==> src/rtl/strm_pkt_gen.sv <==
// Valid/ready packet source: runs of pkt_num packets of pkt_len incrementing beats.
// Define STRM_PKT_GEN_GAP_EN to enable the GAP state and inter-packet idle cycles.
//
// state | meaning
// IDLE  | outputs quiet, waiting for start
// SEND  | offering packet beats, vld_m high
// GAP   | inter-packet idle (STRM_PKT_GEN_GAP_EN only)
// FIN   | one cycle, drives done
module strm_pkt_gen #(
    parameter int DW   = 32,
    parameter int LENW = 16
) (
    input  logic            clk,
    input  logic            rst_n,
    input  logic            start,
    input  logic [LENW-1:0] pkt_len,
    input  logic [7:0]      pkt_num,
    input  logic [DW-1:0]   seed,
    input  logic [3:0]      gap,
    output logic [DW-1:0]   data_m,
    output logic            vld_m,
    output logic            last_m,
    input  logic            ready_m,
    output logic            busy,
    output logic            done,
    output logic [15:0]     beat_total,
    output logic [15:0]     stall_cnt
);

`ifdef STRM_PKT_GEN_GAP_EN
    typedef enum logic [1:0] {IDLE = 2'd0, SEND = 2'd1, GAP = 2'd2, FIN = 2'd3} state_t;
`else
    typedef enum logic [1:0] {IDLE = 2'd0, SEND = 2'd1, FIN = 2'd3} state_t;
`endif

    state_t          state;
    state_t          state_nxt;
    logic [LENW-1:0] len_q;
    logic [LENW-1:0] beat_idx;
    logic [7:0]      num_q;
    logic [7:0]      pkt_cnt;
    logic            last_r;
    logic            acc;
    logic            launch;
    logic            final_pkt;

`ifdef STRM_PKT_GEN_GAP_EN
    logic [3:0]      gap_q;
    logic [3:0]      gap_cnt;
`else
    logic            unused_gap;
    assign unused_gap = ^gap;
`endif

    assign acc       = vld_m & ready_m;
    assign launch    = (state == IDLE) & start & (pkt_num != 8'd0);
    assign final_pkt = (pkt_cnt == (num_q - 8'd1));

    always_ff @(posedge clk or negedge rst_n) begin
        if (!rst_n) state <= IDLE;
        else        state <= state_nxt;
    end

    always_comb begin
        state_nxt = state;
        case (state)
            IDLE: begin
                if (start) state_nxt = (pkt_num == 8'd0) ? FIN : SEND;
            end
            SEND: begin
                if (acc && last_r) begin
                    if (final_pkt) state_nxt = FIN;
`ifdef STRM_PKT_GEN_GAP_EN
                    else if (gap_q != 4'd0) state_nxt = GAP;
`endif
                    else state_nxt = SEND;
                end
            end
`ifdef STRM_PKT_GEN_GAP_EN
            GAP: begin
                if (gap_cnt == 4'd1) state_nxt = SEND;
            end
`endif
            FIN:     state_nxt = IDLE;
            default: state_nxt = IDLE;
        endcase
    end

    // Outputs decode straight from flops, so ready_m never reaches vld_m.
    always_comb begin
        vld_m  = (state == SEND);
        last_m = (state == SEND) & last_r;
        busy   = (state != IDLE);
        done   = (state == FIN);
    end

    always_ff @(posedge clk or negedge rst_n) begin
        if (!rst_n) begin
            len_q    <= '0;
            num_q    <= '0;
            beat_idx <= '0;
            pkt_cnt  <= '0;
            last_r   <= 1'b0;
            data_m   <= '0;
        end else if (launch) begin
            len_q    <= (pkt_len == '0) ? LENW'(1) : pkt_len;
            num_q    <= pkt_num;
            beat_idx <= '0;
            pkt_cnt  <= '0;
            last_r   <= (pkt_len <= LENW'(1));
            data_m   <= seed;
        end else if (acc) begin
            data_m <= data_m + DW'(1);
            if (last_r) begin
                beat_idx <= '0;
                pkt_cnt  <= pkt_cnt + 8'd1;
                last_r   <= (len_q == LENW'(1));
            end else begin
                beat_idx <= beat_idx + LENW'(1);
                last_r   <= ((beat_idx + LENW'(1)) == (len_q - LENW'(1)));
            end
        end
    end

`ifdef STRM_PKT_GEN_GAP_EN
    // gap_cnt is a down-counter; GAP exits when it reaches terminal count 1.
    always_ff @(posedge clk or negedge rst_n) begin
        if (!rst_n) begin
            gap_q   <= '0;
            gap_cnt <= '0;
        end else begin
            if (launch) gap_q <= gap;
            if (state == SEND && state_nxt == GAP) gap_cnt <= gap_q;
            else if (state == GAP)                 gap_cnt <= gap_cnt - 4'd1;
        end
    end
`endif

    always_ff @(posedge clk or negedge rst_n) begin
        if (!rst_n) begin
            beat_total <= '0;
            stall_cnt  <= '0;
        end else begin
            if (acc) beat_total <= beat_total + 16'd1;
            if (vld_m && !ready_m && stall_cnt != 16'hFFFF) stall_cnt <= stall_cnt + 16'd1;
        end
    end

endmodule

==> config.mk <==
export PLATFORM = sky130hd
export DESIGN_NAME = strm_pkt_gen
export DESIGN_NICKNAME = d
export VERILOG_FILES = /design/src/rtl/strm_pkt_gen.sv
export SDC_FILE = /design/constraint.sdc
export NUM_CORES = 1
export LEC_CHECK = 0
export CAP_MARGIN = 20
export CORE_ASPECT_RATIO = 2
export CORE_MARGIN = 4
export CORE_UTILIZATION = 52
export DETAILED_ROUTE_END_ITERATION = 6
export PLACE_DENSITY_LB_ADDON = 0.25
export SYNTH_ARGS = -nofsm -noshare
export SYNTH_HDL_FRONTEND = slang
export SYNTH_SLANG_ARGS = --single-unit
==> constraint.sdc <==
create_clock -name clk -period 2.8 [get_ports clk]
set_input_delay 0.28 -clock clk [delete_from_list [all_inputs] [get_ports clk]]
set_output_delay 0.28 -clock clk [all_outputs]
set_load 0.02 [all_outputs]
==> results of run 1 <==
final timing paths:
| path | from | to | slack (ps) | cells past startpoint |
|---|---|---|---|---|
| max | beat_idx[0] | last_r | 400 | 7 |
| min | rst_n | beat_idx[3] | 410 | 2 |
| max reg2reg | beat_idx[0] | last_r | 400 | 7 |
| min reg2reg | beat_total[15] | beat_total[15] | 470 | 1 |
| max in group asynchronous | rst_n | beat_total[1] | 1660 | 3 |
| min in group clk | seed[23] | data_m[23] | 410 | 3 |
logic make-up (layout without fill, tap and decap cells):
kind of cell               count (synthesis)  after routing  synth area share (%)
and+or+nand+nor                          355            355                  26.9
DFF                                      115            115                  44.6
muxes                                      2              2                 0.349
adders and majority gates                  8              8                  1.55
AOI/OAI and AO/OA                        108            108                  9.90
buffers and inverters                     38            184                  2.50
other                                      0              2                     0
xor gates and xnor gates                  99             99                  14.2
routing by layer:
| metal | global-route usage (%) | vias to the layer above |
|---|---|---|
| met3 | 4.77 | 37 |
| li1 | - | 2788 |
| met5 | 0 | - |
| met2 | 46.6 | 218 |
| met4 | 9.70 | 0 |
| met1 | 26.3 | 2869 |
metrics by stage:
stage                     hold slack (ps)  setup WS, ps
after CTS                             401           435
after detailed placement              314           179
after global routing                  407           196
after global placement                305           309
final                                 413           396
after floorplan                     -15.6           663
where the power goes:
| group | internal (mW) | leakage (nW) | switching (mW) | total, mW |
|---|---|---|---|---|
| sequential | 1.91 | 1.49 | 0.362 | 2.27 |
| clock | 1.30 | 0.260 | 0.777 | 2.08 |
| combinational | 0.722 | 1.84 | 0.692 | 1.41 |
| total | 3.93 | 3.59 | 1.83 | 5.76 |
area by class of cell:
| type | instances | area [µm²] |
|---|---|---|
| fillers | 939 | 3700 |
| clock buffers | 18 | 429 |
| flip-flops and latches | 115 | 2880 |
| repair buffers | 143 | 1400 |
| clock inverters | 13 | 138 |
| diodes | 2 | 5.00 |
| well taps | 147 | 184 |
| inverters | 10 | 37.5 |
| multi-input cells | 572 | 3420 |
registers in the layout, summed over array words and instances, names as in the netlist:
name,cells
state,2
stall_cnt,16
len_q,16
data_m,32
beat_total,16
last_r,1
num_q,8
beat_idx,16
pkt_cnt,8
cells in the final DEF, fill, tap and decap left out, drive strengths merged, types with 7 or more instances in the layout:
cell	n
xnor2	54
o21ai	59
xor2	42
clkdlybuf4s50	126
nor2	61
nand2	143
clkbuf	18
nor3	20
o31ai	7
and2	9
or3	7
dfrtp	115
and4	8
inv	11
nand4	25
nand3	28
and3	17
nor4	11
buf	16
ha	8
a21oi	20
==> run_results.csv, run 1 <==
group,metric,value,unit
run_status,status,"finished clean",
floorplanning,initial_core_util,53.0,%
placement,gp_congestion,0.898,
global_routing,track_usage,24.9,%
sta,period_share,85.9,%
worst_setup_path,crit_path_end_kind,"flop",
detailed_routing,dr_total_vias,5912,
synth,ys_seq_area_share,44.6,%
pwr,vdd_ir_drop_max,530,µV
pwr,total_power,5.76,mW
cts,cts_made_buffers,17,
cts,cts.clk_slew.worst_paths,50,ps
placement,port_buffers,127,
cells_and_area,finish.instance_area,0.00850,mm²
placement,placedCellCount,986,
worst_setup_path,critPathLaunchType,"flop",
synth,syn-instance-count,725,
cts,cts_buffer_depth,2,
worst_setup_path,cp_slowest_stage_delay,460,ps
synth,ys_async_sr_fraction,100,%
floorplanning,die_y,166,µm
placement,placed_cell_area,0.00792,mm²
cells_and_area,syn_to_final_growth,31.6,%
floorplanning,io_pins,132,
synth,synth-edff-count,0,
cts,cts.htree.levels,4,
cts,ctsResizeCount,0,
cells_and_area,fin_util,69.7,%
floorplanning,dieArea,0.0144,mm²
synth,ys_ff_latch,115,
worst_setup_path,cp_common_cell,"xnor2_1",
placement,hpwl,13.3,mm
sta,setup_viol,0,
cells_and_area,stdcell_count,1020,
synth,yosys-top-cells-area,"dfrtp_1 (45%), nand2_1 (8.3%), xnor2_1 (7.2%), xor2_1 (5.7%), nor2_1 (3.4%)",
detailed_routing,met3WireLength,748,µm
detailed_routing,wl_met1,6.22,mm
sta,skew,7.83,ps
global_routing,gr-total-overflow,0,
flow_run,drv_cap,0,
sta,maxSlewHeadroom,48.5,%
synth,synth-warning-count,0,
global_routing,grt_pass1_wl,29.0,mm
detailed_routing,top_layer_used,"met4",
pwr,powerDensity,678,mW/mm²
global_routing,grt_pass1_vias,5987,
sta,rsz0062_at_grt,"no",
detailed_routing,firstDrtPassIters,5,
sta,tns,0,ps
cts,hold_buffers,1,
pwr,p_leak,3.59,nW
worst_setup_path,path_buf_inv,0,
cts,cts_tree,"built",
synth,yosysMostFrequentCell,"nand2_1",
min_path,min_path_type,"input port to async pin",
cts,clock_latency,410,ps
floorplanning,row_count,57,
detailed_routing,met2_length,10.2,mm
worst_setup_path,cp_slowest_cell,"nor4_2",
sta,hold_viol,0,
global_routing,grt_max_degree,53,
cts,post_cts.repair.setup_buffers,0,
synth,yosys.area.top_type,"dfrtp_1",
floorplanning,core-area,0.0122,mm²
detailed_routing,totalWireLength,17.6,mm
floorplanning,die_x,86.8,µm
worst_setup_path,critPathKind,"flop to flop",
worst_setup_path,critPathMaxFanout,7,
detailed_routing,wl_per_cell,17.3,µm
synth,synth_top_area_share,44.6,%
detailed_routing,dr.first_iter.drc_count,349,
worst_setup_path,path_cells,"ha_1 > nand4_1 > nor4_2 > xnor2_1 > xnor2_1 > nor4b_1 > a31o_1",
cells_and_area,drive_above_1_share,7.35,%
synth,yosys_most_used_dff,"dfrtp_1",
sta,tightestPinTransition,769,ps
sta,max_freq,416,MHz
detailed_routing,ant_nets,0,
worst_setup_path,crit_family,"simple AND/OR/NAND/NOR gates",
worst_setup_path,arrival,2740,ps
detailed_routing,viasPerCell,5.80,
synth,yosysUniqueCellTypes,59,
detailed_routing,drc,0,
synth,syn_nets,797,
worst_setup_path,worst_ep_required_time,3140,ps
global_routing,antenna_found_initial,2,
cts,cts_sinks,115,
cts,cts-root-buf,"clkbuf_16",
synth,syn_area_per_cell,8.91,µm²
sta,drv_slew,0,
synth,synth_area,0.00646,mm²
cells_and_area,final_nets,931,
synth,synth_common_cells,"nand2_1 (143), dfrtp_1 (115), nor2_1 (59), xnor2_1 (53), xor2_1 (42)",
sta,fin_crit,2400,ps
Note: power is estimated with default switching activity, not from simulation.
==> inputs of run 2 (changes only) <==
ABC_AREA = 1   (was not set)
CORE_UTILIZATION = 53   (was 52)
TNS_END_PERCENT = 5   (was not set)
==> run 2 against run 1 <==
Die area rose by 8.8%. Cell count rose by 28%. Total power rose by 4.9%. First-iteration DRC count fell by 22%. Critical path depth rose by 4. Synthesized cell count rose by 38%. Clock power rose by 2%. Wire length rose by 15%. Hold slack got worse by 82 ps. Final area rose by 8.6%. Fmax rose by 16%. Largest power group unchanged. Highest routed layer unchanged.
==> run_results.csv, run 2 <==
group,metric,value,unit
synth,ys_seq_area_share,39.9,%
worst_setup_path,arrival,2410,ps
global_routing,grt_pass1_wl,33.7,mm
synth,ys_async_sr_fraction,100,%
detailed_routing,viasPerCell,5.50,
placement,gp_congestion,0.894,
cells_and_area,final_nets,1209,
global_routing,grt_max_degree,59,
cts,cts_sinks,115,
cts,cts-root-buf,"clkbuf_16",
synth,yosysUniqueCellTypes,39,
synth,syn_area_per_cell,7.18,µm²
sta,tns,0,ps
min_path,min_path_type,"input port to async pin",
pwr,p_leak,4.20,nW
synth,synth_area,0.00721,mm²
cells_and_area,drive_above_1_share,7.13,%
sta,drv_slew,0,
pwr,vdd_ir_drop_max,482,µV
global_routing,gr-total-overflow,0,
floorplanning,dieArea,0.0156,mm²
cts,clock_latency,420,ps
sta,hold_viol,0,
global_routing,antenna_found_initial,0,
synth,synth_compound_area_share,9.58,%
synth,ys_ff_latch,115,
worst_setup_path,critPathMaxFanout,5,
synth,syn_nets,1076,
detailed_routing,dr.first_iter.drc_count,271,
detailed_routing,totalWireLength,20.3,mm
synth,yosys_most_used_dff,"dfrtp_1",
floorplanning,row_count,60,
synth,synth_top_family_by_area,"simple AND/OR/NAND/NOR gates",
sta,fin_crit,2080,ps
pwr,p_seq_share,37.9,%
pwr,p_sw_share,35.3,%
cells_and_area,regMostFlops,"data_m",
cells_and_area,layout_commonest_cell,"nand2_1",
cells_and_area,syn_to_final_growth,28.0,%
synth,synth_common_cells,"nand2_1 (291), inv_1 (124), dfrtp_1 (115), nor2_1 (92), nand3_1 (71)",
detailed_routing,ant_nets,0,
cells_and_area,largest_reg_flops,32,
cts,cts.clk_slew.worst_paths,60,ps
synth,synth-warning-count,0,
pwr,p_int,3.91,mW
detailed_routing,drc,0,
cts,ctsResizeCount,0,
cts,post_cts.repair.setup_buffers,0,
synth,yosys.area.top_type,"dfrtp_1",
synth,syn-instance-count,1004,
floorplanning,die_x,90.5,µm
global_routing,track_usage,26.7,%
sta,max_freq,481,MHz
pwr,power_frac_clock,35.1,%
placement,port_buffers,127,
detailed_routing,firstDrtPassIters,7,
cts,cts_tree,"built",
floorplanning,die_y,173,µm
synth,muxShareOfSynthArea,0.156,%
run_status,status,"finished clean",
pwr,p_comb_share,27.0,%
global_routing,grt_pass1_vias,7409,
synth,yosysMostFrequentCell,"nand2_1",
detailed_routing,wl_per_cell,15.5,µm
worst_setup_path,timing.rr.start,"data_m[1]",
cts,cts_made_buffers,17,
worst_setup_path,critPathLaunchType,"flop",
worst_setup_path,critPathKind,"flop to flop",
synth,yosys.area_share.simple,34.6,%
worst_setup_path,crit_path_end_kind,"flop",
worst_setup_path,startpoint,"data_m[1]",
synth,yosys-top-cells-area,"dfrtp_1 (40%), nand2_1 (15%), inv_1 (6.5%), nand3_1 (4.9%), nor2_1 (4.8%)",
cts,hold_buffers,1,
cells_and_area,n_antenna_cell,0,
pwr,powerDensity,655,mW/mm²
worst_setup_path,worst_ep_required_time,3140,ps
sta,period_share,74.2,%
sta,skew,8.51,ps
sta,rsz0062_at_grt,"no",
pwr,switchingPower,2.13,mW
sta,maxSlewHeadroom,48.5,%
floorplanning,core-area,0.0134,mm²
floorplanning,initial_core_util,54.0,%
pwr,total_power,6.04,mW
floorplanning,io_pins,132,
detailed_routing,dr_total_vias,7174,
sta,setup_viol,0,
cts,cts_buffer_depth,2,
flow_run,drv_cap,0,
cells_and_area,layout_common_cells,"nand2_1 (290), clkdlybuf4s50_1 (126), inv_1 (124), dfrtp_1 (115), nor2_1 (92)",
synth,synth-edff-count,0,
synth,synthXorXnorAreaFrac,6.44,%
cells_and_area,nFillCells,1145,
placement,hpwl,15.1,mm
cts,cts.htree.levels,4,
sta,tightestPinTransition,772,ps
synth,synth_top_area_share,39.9,%
synth,synthAdderAreaFrac,1.39,%
==> run 2: changes by cell type after synthesis, sizes merged, moves of 20 or more <==
| cell | previous run | this run |
|---|---|---|
| nand2 | 143 | 295 |
| inv | 10 | 126 |
| nor2 | 61 | 114 |
| nand3 | 28 | 75 |
| xnor2 | 54 | 16 |
| o22ai | 0 | 20 |
==> run 2: kinds of logic (layout without fill, tap and decap cells) <==
kind of cell / after synthesis / after routing
AO/OA/AOI/OAI: 120 / 120
XOR/XNOR: 53 / 53
adder cells (fa/ha/maj): 8 / 8
flip-flops: 115 / 115
multiplexers: 1 / 1
AND/OR/NAND/NOR: 559 / 559
buffers and inverters: 148 / 294
==> run 2: worst paths after layout <==
| path | endpoint | cells after the start | slack, ps |
|---|---|---|---|
| min | beat_total[10] | 2 | 330 |
| max in group asynchronous | data_m[21] | 3 | 1710 |
| max | data_m[20] | 11 | 720 |
| min in group clk | data_m[1] | 3 | 420 |
| min reg2reg | beat_total[15] | 1 | 470 |
| max reg2reg | data_m[20] | 11 | 720 |
==> run 2: worst max-delay path, cell delays in order, from the launching register on <==
cell	delay [ps]
dfrtp_1	410
ha_1	220
nand2_1	110
nor2_1	200
nand2_1	100
nor2_1	170
nand2_1	120
nor3_4	220
nand4_1	150
nand2_1	120
nor2_1	40
a31oi_1	130
==> run 2: per-stage QoR <==
stage	worst slack, ps	hold WS, ps	area [µm²]	utilization [%]	instances
floorplan	995	-15.6	7210	-	1004
global placement	539	246	8650	64.7	1272
detailed placement	518	249	8650	64.7	1272
CTS	705	346	9230	69.1	1305
global route	413	378	9230	69.1	1305
finish	723	332	9230	69.1	1305
==> run 2: layer usage <==
metal,routed length (µm),vias to the layer above,GRT usage [%]
li1,-,3543,-
met1,7270,3321,26.9
met2,10900,246,49.5
met3,1130,64,6.36
met4,928,0,14.1
met5,0,-,0
==> run 2: cell type report <==
class	count	area, µm²	area share, %
multi-input combinational	741	3760	40.8
sequential	115	2880	31.2
timing repair buffer	136	1350	14.6
inverter	126	473	5.12
clock buffer	18	429	4.65
tap	155	194	2.10
clock inverter	14	143	1.55
==> run 2: power groups by stage <==
| stage | registers, mW | clock network [mW] | logic [mW] |
|---|---|---|---|
| global route | 2.34 | 2.23 | 1.80 |
| detailed placement | 2.30 | 0 | 1.64 |
| CTS | 2.28 | 2.15 | 1.65 |
| finish | 2.29 | 2.12 | 1.63 |
| floorplan | 2.45 | 0 | 0.732 |
| global placement | 2.30 | 0 | 1.60 |
